File: config.mk
export PLATFORM = sky130hd
export DESIGN_NAME = nor_bus_arbiter
export DESIGN_NICKNAME = d
export VERILOG_FILES = /design/src/rtl/nor_bus_arbiter.sv
export SDC_FILE = /design/constraint.sdc
export NUM_CORES = 1
export LEC_CHECK = 0
export ABC_AREA = 1
export ABC_CLOCK_PERIOD_IN_PS = 2029
export CAP_MARGIN = 15
export CORE_MARGIN = 2
export CORE_UTILIZATION = 45
export CTS_CLUSTER_SIZE = 16
export DETAILED_ROUTE_END_ITERATION = 8
export PLACE_DENSITY = 0.78
export SETUP_SLACK_MARGIN = 0.1
export SLEW_MARGIN = 15
export SYNTH_ARGS = -nofsm -noshare
export SYNTH_HDL_FRONTEND = slang
export SYNTH_SLANG_ARGS = --single-unit
File: constraint.sdc
create_clock -name clk -period 2.03 [get_ports clk]
set_input_delay 0.3045 -clock clk [delete_from_list [all_inputs] [get_ports clk]]
set_output_delay 0.3045 -clock clk [all_outputs]
set_load 0.05 [all_outputs]
File: src/rtl/nor_bus_arbiter.sv
// Round-robin arbiter and precharge/evaluate sequencer for a precharged wired-NOR bus.
// Optional macro NOR_BUS_PRECHARGE_CHECK_EN adds a sticky err output and checks the bus before EVAL.
module nor_bus_arbiter #(
   parameter int unsigned N_REQ            = 4,
   parameter int unsigned WIDTH            = 8,
   parameter int unsigned PRECHARGE_CYCLES = 1,
   parameter int unsigned EVAL_CYCLES      = 2
) (
   input  logic             clk,
   input  logic             rst,
   input  logic [N_REQ-1:0] req,
   output logic [N_REQ-1:0] grant,
   output logic             pchg,
   output logic [N_REQ-1:0] pd_en,
   input  logic [WIDTH-1:0] bus_in,
   output logic [WIDTH-1:0] rdata,
   output logic [N_REQ-1:0] done,
   output logic             busy
`ifdef NOR_BUS_PRECHARGE_CHECK_EN
   ,
   output logic             err
`endif
);

   localparam int unsigned IW   = $clog2(N_REQ);
   localparam int unsigned CMAX = (PRECHARGE_CYCLES > EVAL_CYCLES) ? PRECHARGE_CYCLES : EVAL_CYCLES;
   localparam int unsigned CW   = $clog2(CMAX + 1);

   typedef enum logic [1:0] {
      S_IDLE,
      S_PRECHARGE,
      S_EVAL,
      S_DONE
   } state_t;

   state_t           r_state;
   logic [N_REQ-1:0] r_grant;
   logic [N_REQ-1:0] r_pd_en;
   logic [N_REQ-1:0] r_done;
   logic [IW-1:0]    r_owner;
   logic [IW-1:0]    r_ptr;
   logic [CW-1:0]    r_cnt;
   logic [WIDTH-1:0] r_rdata;
   logic             r_pchg;
   logic             r_busy;

   logic [N_REQ-1:0] w_req_m;
   logic [N_REQ-1:0] w_win_oh;
   logic [IW-1:0]    w_win_idx;
   logic             w_win_valid;
   logic             w_pre_ok;
   int unsigned      w_idx;

   // The completing owner is masked so it cannot win its own DONE arbitration.
   always_comb begin
      w_req_m = '0;
      case (r_state)
         S_IDLE:  w_req_m = req;
         S_DONE:  w_req_m = req & ~r_grant;
         default: w_req_m = '0;
      endcase
   end

   always_comb begin
      w_win_valid = 1'b0;
      w_win_idx   = '0;
      w_win_oh    = '0;
      w_idx       = 0;
      for (int unsigned k = 0; k < N_REQ; k++) begin
         w_idx = 32'(r_ptr) + k;
         if (w_idx >= N_REQ) w_idx = w_idx - N_REQ;
         if (!w_win_valid && w_req_m[IW'(w_idx)]) begin
            w_win_valid            = 1'b1;
            w_win_idx              = IW'(w_idx);
            w_win_oh               = '0;
            w_win_oh[IW'(w_idx)]   = 1'b1;
         end
      end
   end

`ifdef NOR_BUS_PRECHARGE_CHECK_EN
   logic r_err;
   assign w_pre_ok = &bus_in;
   assign err      = r_err;

   always_ff @(posedge clk or posedge rst) begin
      if (rst)
         r_err <= 1'b0;
      else if (r_state == S_PRECHARGE && r_cnt == CW'(PRECHARGE_CYCLES - 1) && !w_pre_ok)
         r_err <= 1'b1;
   end
`else
   assign w_pre_ok = 1'b1;
`endif

   always_ff @(posedge clk or posedge rst) begin
      if (rst) begin
         r_state <= S_IDLE;
         r_grant <= '0;
         r_pd_en <= '0;
         r_done  <= '0;
         r_owner <= '0;
         r_ptr   <= '0;
         r_cnt   <= '0;
         r_rdata <= '0;
         r_pchg  <= 1'b1;
         r_busy  <= 1'b0;
      end else begin
         r_done <= '0;
         case (r_state)
            S_IDLE: begin
               if (w_win_valid) begin
                  r_grant <= w_win_oh;
                  r_owner <= w_win_idx;
                  r_cnt   <= '0;
                  r_busy  <= 1'b1;
                  r_state <= S_PRECHARGE;
               end
            end
            S_PRECHARGE: begin
               if (r_cnt == CW'(PRECHARGE_CYCLES - 1)) begin
                  r_cnt <= '0;
                  // A failed bus check simply restarts the precharge window.
                  if (w_pre_ok) begin
                     r_pchg  <= 1'b0;
                     r_pd_en <= r_grant;
                     r_state <= S_EVAL;
                  end
               end else begin
                  r_cnt <= r_cnt + 1'b1;
               end
            end
            S_EVAL: begin
               if (r_cnt == CW'(EVAL_CYCLES - 1)) begin
                  r_cnt   <= '0;
                  r_rdata <= bus_in;
                  r_pchg  <= 1'b1;
                  r_pd_en <= '0;
                  r_done  <= r_grant;
                  r_ptr   <= (r_owner == IW'(N_REQ - 1)) ? '0 : r_owner + 1'b1;
                  r_state <= S_DONE;
               end else begin
                  r_cnt <= r_cnt + 1'b1;
               end
            end
            S_DONE: begin
               if (w_win_valid) begin
                  r_grant <= w_win_oh;
                  r_owner <= w_win_idx;
                  r_cnt   <= '0;
                  r_state <= S_PRECHARGE;
               end else begin
                  r_grant <= '0;
                  r_busy  <= 1'b0;
                  r_state <= S_IDLE;
               end
            end
            default: r_state <= S_IDLE;
         endcase
      end
   end

   assign grant = r_grant;
   assign pchg  = r_pchg;
   assign pd_en = r_pd_en;
   assign rdata = r_rdata;
   assign done  = r_done;
   assign busy  = r_busy;

endmodule

==> impl_metrics.csv, run 1 <==
group,metric,value,unit
place,gp_congestion,0.903,
setup_path,regToRegEndpoint,"grant[1]",
global_routing,overflow,0,
global_routing,grt_pass1_vias,1546,
sta,slew_headroom,0.615,
setup_path,crit_required,2.20,ns
sta,worst_pin_slew,0.578,ns
yosys,synth_common_cells,"nand2_1 (77), inv_1 (32), dfrtp_1 (29)",
detailed_routing,drt_iter0_drc,108,
clocking,cts_tree,"done",
detailed_routing,drt-total-wl,4.47,mm
floorplan,die_w,68.8,microns
setup_path,critPathKind,"flip-flop to flip-flop",
yosys,synth_nets,269,
clocking,clock_path_buffers,2,
place,hpwl,3.21,mm
floorplan,core_area,0.00403,sq mm
detailed_routing,num_vias,1728,
detailed_routing,wl_per_cell,12.8,microns
clocking,clock-sinks,30,
yosys,yosys.area.top_type,"dfrtp_1",
yosys,yosysTopAreaCellShare,0.385,
sta,fin_crit_sh,0.950,
setup_path,crit_end,"grant[1]",
cells_and_area,drive_above_1_share,0.274,
clocking,htree_levels,2,
yosys,synth_cell_types,28,
detailed_routing,vias_per_cell,4.95,
setup_path,timing.rr.start,"r_state[1]",
floorplan,initial_core_util,0.468,
setup_path,r2r_cells,13,
yosys,synth-seq-cells,30,
floorplan,die-area,0.00473,sq mm
flow_run,max_cap_violations,0,
sta,drv_slew,0,
global_routing,grt_use_total,0.192,
run_status,status,"finished, final reports clean",
sta,fin_skew,0.00216,ns
yosys,yosysMostFrequentCell,"nand2_1",
detailed_routing,drc,0,
global_routing,grt_pass1_wl,6.70,mm
yosys,synth_edf_count,0,
yosys,async_flop_share,1.00,
sta,rsz0062_at_grt,"yes",
yosys,postSynthCellCount,240,
setup_path,arrival,2.10,ns
cells_and_area,diodes,0,
clocking,cts_buffers,5,
sta,min_period,1.93,ns
yosys,synth.avg_cell_area,7.86,sq um
clocking,clk_pin_slew,0.06,ns
setup_path,startpoint_type,"flip-flop",
yosys,ys_seq_area_frac,0.399,
global_routing,antenna_found_initial,0,
yosys,yosys-top-cells-area,"dfrtp_1 (38%), nand2_1 (15%), ha_1 (9.9%), inv_1 (6.4%), nand3_2 (3.7%)",
detailed_routing,firstDrtPassIters,4,
clocking,clk_latency,0.28,ns
cells_and_area,area_delta_synth_final,42.4,%
setup_path,r2r_slack,0.10,ns
sta,fmax,0.518,GHz
yosys,synth_ff_type,"dfrtp_1",
cells_and_area,nNetsFinal,327,
floorplan,rows,23,
setup_path,cp_max_fo,6,
setup_path,cp-end-kind,"flip-flop",
global_routing,grt_max_degree,18,
floorplan,die_y,68.8,microns
sta,hold_violations,0,
clocking,clock-root-buffer,"clkbuf_8",
sta,setup_viol,0,
floorplan,num_io_pins,36,
sta,finalSetupTns,0,ns
place,io_buffer_count,35,
min_path,hold_class,"input pin to async pin",
yosys,yosys_warnings,0,
detailed_routing,ant_nets,0,
yosys,synth_area,0.00189,sq mm
setup_path,critPathLaunch,"r_state[1]",
==> how the worst min path moves through the flow <==
stage | start | to | cells after the start
3_3_place_gp | rdata[0] | rdata[0] | 2
5_1_grt | rst | done[1] | 2
3_5_place_dp | rdata[0] | rdata[0] | 2
4_1_cts | rst | done[2] | 2
6_report | rst | done[2] | 2
2_1_floorplan | rst | busy | 1
==> registers in the layout, summed over array words and instances (netlist names) <==
register	cells
r_cnt	2
r_owner	2
done	4
busy	1
grant	4
r_ptr	2
rdata	8
r_state	2
pchg	1
pd_en	4
==> logic make-up after synthesis <==
logic type | share of synthesized area
AO/OA/AOI/OAI | 0.0723
AND/OR/NAND/NOR | 0.347
flip-flops | 0.399
buffers and inverters | 0.0829
adder cells (fa/ha/maj) | 0.0995
==> cell usage in the layout (no fill, tap or decap), drive strengths merged <==
master,synthesis,routed
inv,37,37
nor3,1,1
clkdlybuf4s50,0,32
ha,15,15
dfrtp,29,29
nand3b,1,1
nand2,87,87
o211ai,1,1
clkbuf,1,6
o21ai,12,12
buf,1,18
nand3,21,21
o31ai,2,2
dfstp,1,1
a21oi,3,3
dlymetal6s2s,0,3
nand4,4,4
clkinv,1,3
o22ai,5,5
nor2,18,18
==> timing repair <==
action	4_1_cts	5_1_grt
pin swaps	0	22
setup buffers	0	6
hold buffers	0	0
resized for setup	4	40
setup endpoints to repair	8	14
==> cell type report <==
type / instances / area [sq um]
clock buffers: 6 / 72.6
clock inverters: 2 / 10.0
fillers: 327 / 1340
inverters: 38 / 150
multi-input cells: 170 / 1120
flip-flops and latches: 30 / 752
well taps: 50 / 62.6
repair buffers: 53 / 522
==> through the flow <==
stage	area [sq um]	hold WS (ns)	instances	setup slack, ns	utilization
6_report	2690	0.387	349	0.101	0.667
5_1_grt	2690	0.450	349	0.00837	0.667
4_1_cts	2500	0.413	343	0.108	0.620
3_5_place_dp	2390	0.465	335	0.0201	0.593
3_3_place_gp	2390	0.461	335	0.108	0.593
2_1_floorplan	1890	0.395	240	0.161	-
==> layer usage <==
metal	vias to the layer above	part of all wire	track usage
met3	6	0.050	0.0325
met2	53	0.51	0.326
met5	-	0	0
li1	874	-	-
met1	795	0.43	0.242
met4	0	0.014	0.0735
==> critical path: stages (launching register included) <==
cell,delay (ns)
dfrtp_1,0.41
inv_2,0.07
ha_4,0.29
nor2_4,0.14
nand3_2,0.08
nand2_2,0.10
nand2_1,0.08
nand2_1,0.09
nand2_2,0.10
nand3b_4,0.19
inv_4,0.09
nand2_1,0.05
o21ai_1,0.07
nand2_1,0.06
Power of run 1 is not shown: default switching activity piles up to over one toggle a cycle in this logic, so the estimate is an artifact.
==> inputs of run 2 (changes only) <==
--- a/config.mk
+++ b/config.mk
@@ -6,7 +6,7 @@
 export NUM_CORES = 1
 export LEC_CHECK = 0
 export ABC_AREA = 1
-export ABC_CLOCK_PERIOD_IN_PS = 2029
+export ABC_CLOCK_PERIOD_IN_PS = 2440
 export CAP_MARGIN = 15
 export CORE_MARGIN = 2
 export CORE_UTILIZATION = 45
==> constraint.sdc (replaced) <==
create_clock -name clk -period 2.44 [get_ports clk]
set_input_delay 0.366 -clock clk [delete_from_list [all_inputs] [get_ports clk]]
set_output_delay 0.366 -clock clk [all_outputs]
set_load 0.05 [all_outputs]
==> run 2 against run 1 <==
Net effect:
- cell area decreased by 11%
- clock skew about the same
- wire length decreased by 14%
- largest cell class unchanged
- worst hold slack improved by 0.083 ns
==> impl_metrics.csv, run 2 (synthesis results as in run 1) <==
group,metric,value,unit
floorplan,die-area,0.00473,sq mm
clocking,clock-sinks,30,
global_routing,overflow,0,
place,hpwl,3.07,mm
global_routing,grt_pass1_wl,6.11,mm
setup_path,startpoint_type,"flip-flop",
sta,slew_headroom,0.660,
sta,finalSetupTns,0,ns
detailed_routing,num_vias,1607,
setup_path,cp_common_cell,"nand2_1",
place,gp_congestion,0.890,
place,io_buffer_count,35,
setup_path,arrival,2.28,ns
floorplan,initial_core_util,0.468,
global_routing,grt_max_degree,31,
cells_and_area,drive_above_1_share,0.137,
detailed_routing,drt_iter0_drc,68,
clocking,clock_path_buffers,2,
detailed_routing,vias_per_cell,4.81,
floorplan,rows,23,
setup_path,max_stage_delay,0.44,ns
sta,drv_slew,0,
clocking,clock-root-buffer,"clkbuf_8",
setup_path,slowest_stage,"dfrtp_1",
setup_path,crit_required,2.60,ns
cells_and_area,final_cell_mix,"nand2_1 (77), clkdlybuf4s50_1 (35), inv_1 (32)",
sta,worst_pin_slew,0.509,ns
detailed_routing,ant_nets,0,
setup_path,regToRegEndpoint,"grant[3]",
sta,fmax,0.472,GHz
cells_and_area,layout_commonest_cell,"nand2_1",
setup_path,cp_cell_sequence,"inv_1, ha_1, nor2_1, nand3_2, nand2_2, nand2_1, nand2_1, nand2_2, nand2_1, o22ai_1, o21ai_1, nand2_1",
detailed_routing,drc,0,
clocking,ctsResizeCount,0,
clocking,cts_buffers,5,
cells_and_area,diodes,0,
setup_path,r2r_cells,12,
global_routing,antenna_found_initial,0,
sta,fin_skew,0.00217,ns
cells_and_area,nNetsFinal,312,
global_routing,grt_pass1_vias,1401,
flow_run,max_cap_violations,0,
clocking,cts_tree,"done",
clocking,post_cts_buffers,0,
clocking,clk_latency,0.27,ns
setup_path,cp-end-kind,"flip-flop",
floorplan,die_w,68.8,microns
floorplan,die_y,68.8,microns
run_status,status,"finished, final reports clean",
cells_and_area,largest_reg_flops,8,
clocking,clk_pin_slew,0.06,ns
setup_path,timing.rr.start,"r_state[0]",
detailed_routing,drt-total-wl,3.85,mm
sta,fin_crit_sh,0.869,
floorplan,num_io_pins,36,
floorplan,core_area,0.00403,sq mm
cells_and_area,fillers,374,
setup_path,r2r_slack,0.32,ns
detailed_routing,firstDrtPassIters,4,
global_routing,grt_use_total,0.176,
detailed_routing,wl_per_cell,11.5,microns
clocking,htree_levels,2,
clocking,hold_buffers,0,
sta,rsz0062_at_grt,"no",
min_path,hold_class,"input pin to async pin",
setup_path,cp_max_fo,6,
sta,hold_violations,0,
sta,setup_viol,0,
setup_path,critPathKind,"flip-flop to flip-flop",
cells_and_area,area_delta_synth_final,27.3,%
sta,min_period,2.12,ns
==> run 2: worst max-delay path by stage <==
stage / slack (ns) / to / startpoint / cells after the start
after floorplan: 0.57 / r_cnt[0] / r_state[0] / 14
after global placement: 0.42 / r_owner[0] / r_state[0] / 14
after detailed placement: 0.34 / r_owner[0] / r_state[0] / 12
after CTS: 0.32 / r_owner[0] / r_state[0] / 14
after global routing: 0.11 / r_owner[0] / r_state[0] / 14
final: 0.32 / grant[3] / r_state[0] / 12
==> run 2: stage by stage <==
stage / instance area (sq um) / instances / hold WS [ns] / utilization / setup WS (ns)
after global placement: 2310 / 326 / 0.461 / 0.574 / 0.419
after global routing: 2400 / 334 / 0.487 / 0.596 / 0.109
after detailed placement: 2310 / 326 / 0.467 / 0.574 / 0.336
after floorplan: 1890 / 240 / 0.456 / - / 0.571
final: 2400 / 334 / 0.470 / 0.596 / 0.319
after CTS: 2400 / 334 / 0.479 / 0.596 / 0.321
==> run 2: area by class of cell <==
class                   count  area, sq um  share of cell area
clock inverters             1         5.00             0.00208
flip-flops and latches     30          752               0.313
multi-input cells         170          978               0.407
clock buffers               7         86.3              0.0359
inverters                  38          145              0.0604
repair buffers             38          373               0.155
well taps                  50         62.6              0.0260
==> run 2: metal layers <==
| layer | global-route usage | share of wire | up-vias | routed length (microns) |
|---|---|---|---|---|
| li1 | - | - | 841 | - |
| met1 | 0.224 | 0.47 | 714 | 1820 |
| met2 | 0.298 | 0.46 | 45 | 1790 |
| met3 | 0.0292 | 0.046 | 7 | 177 |
| met4 | 0.0686 | 0.017 | 0 | 65 |
| met5 | 0 | 0 | - | 0 |
==> run 2: worst max-delay path: cells and delay by family, from the launching register on <==
| family | cells | cell delay, ns |
|---|---|---|
| compound gates | 2 | 0.25 |
| buf+inv | 1 | 0.11 |
| flops | 1 | 0.44 |
| fa+ha+maj | 1 | 0.37 |
| simple gates | 8 | 0.82 |
Power of run 2 is left out for the same reason.
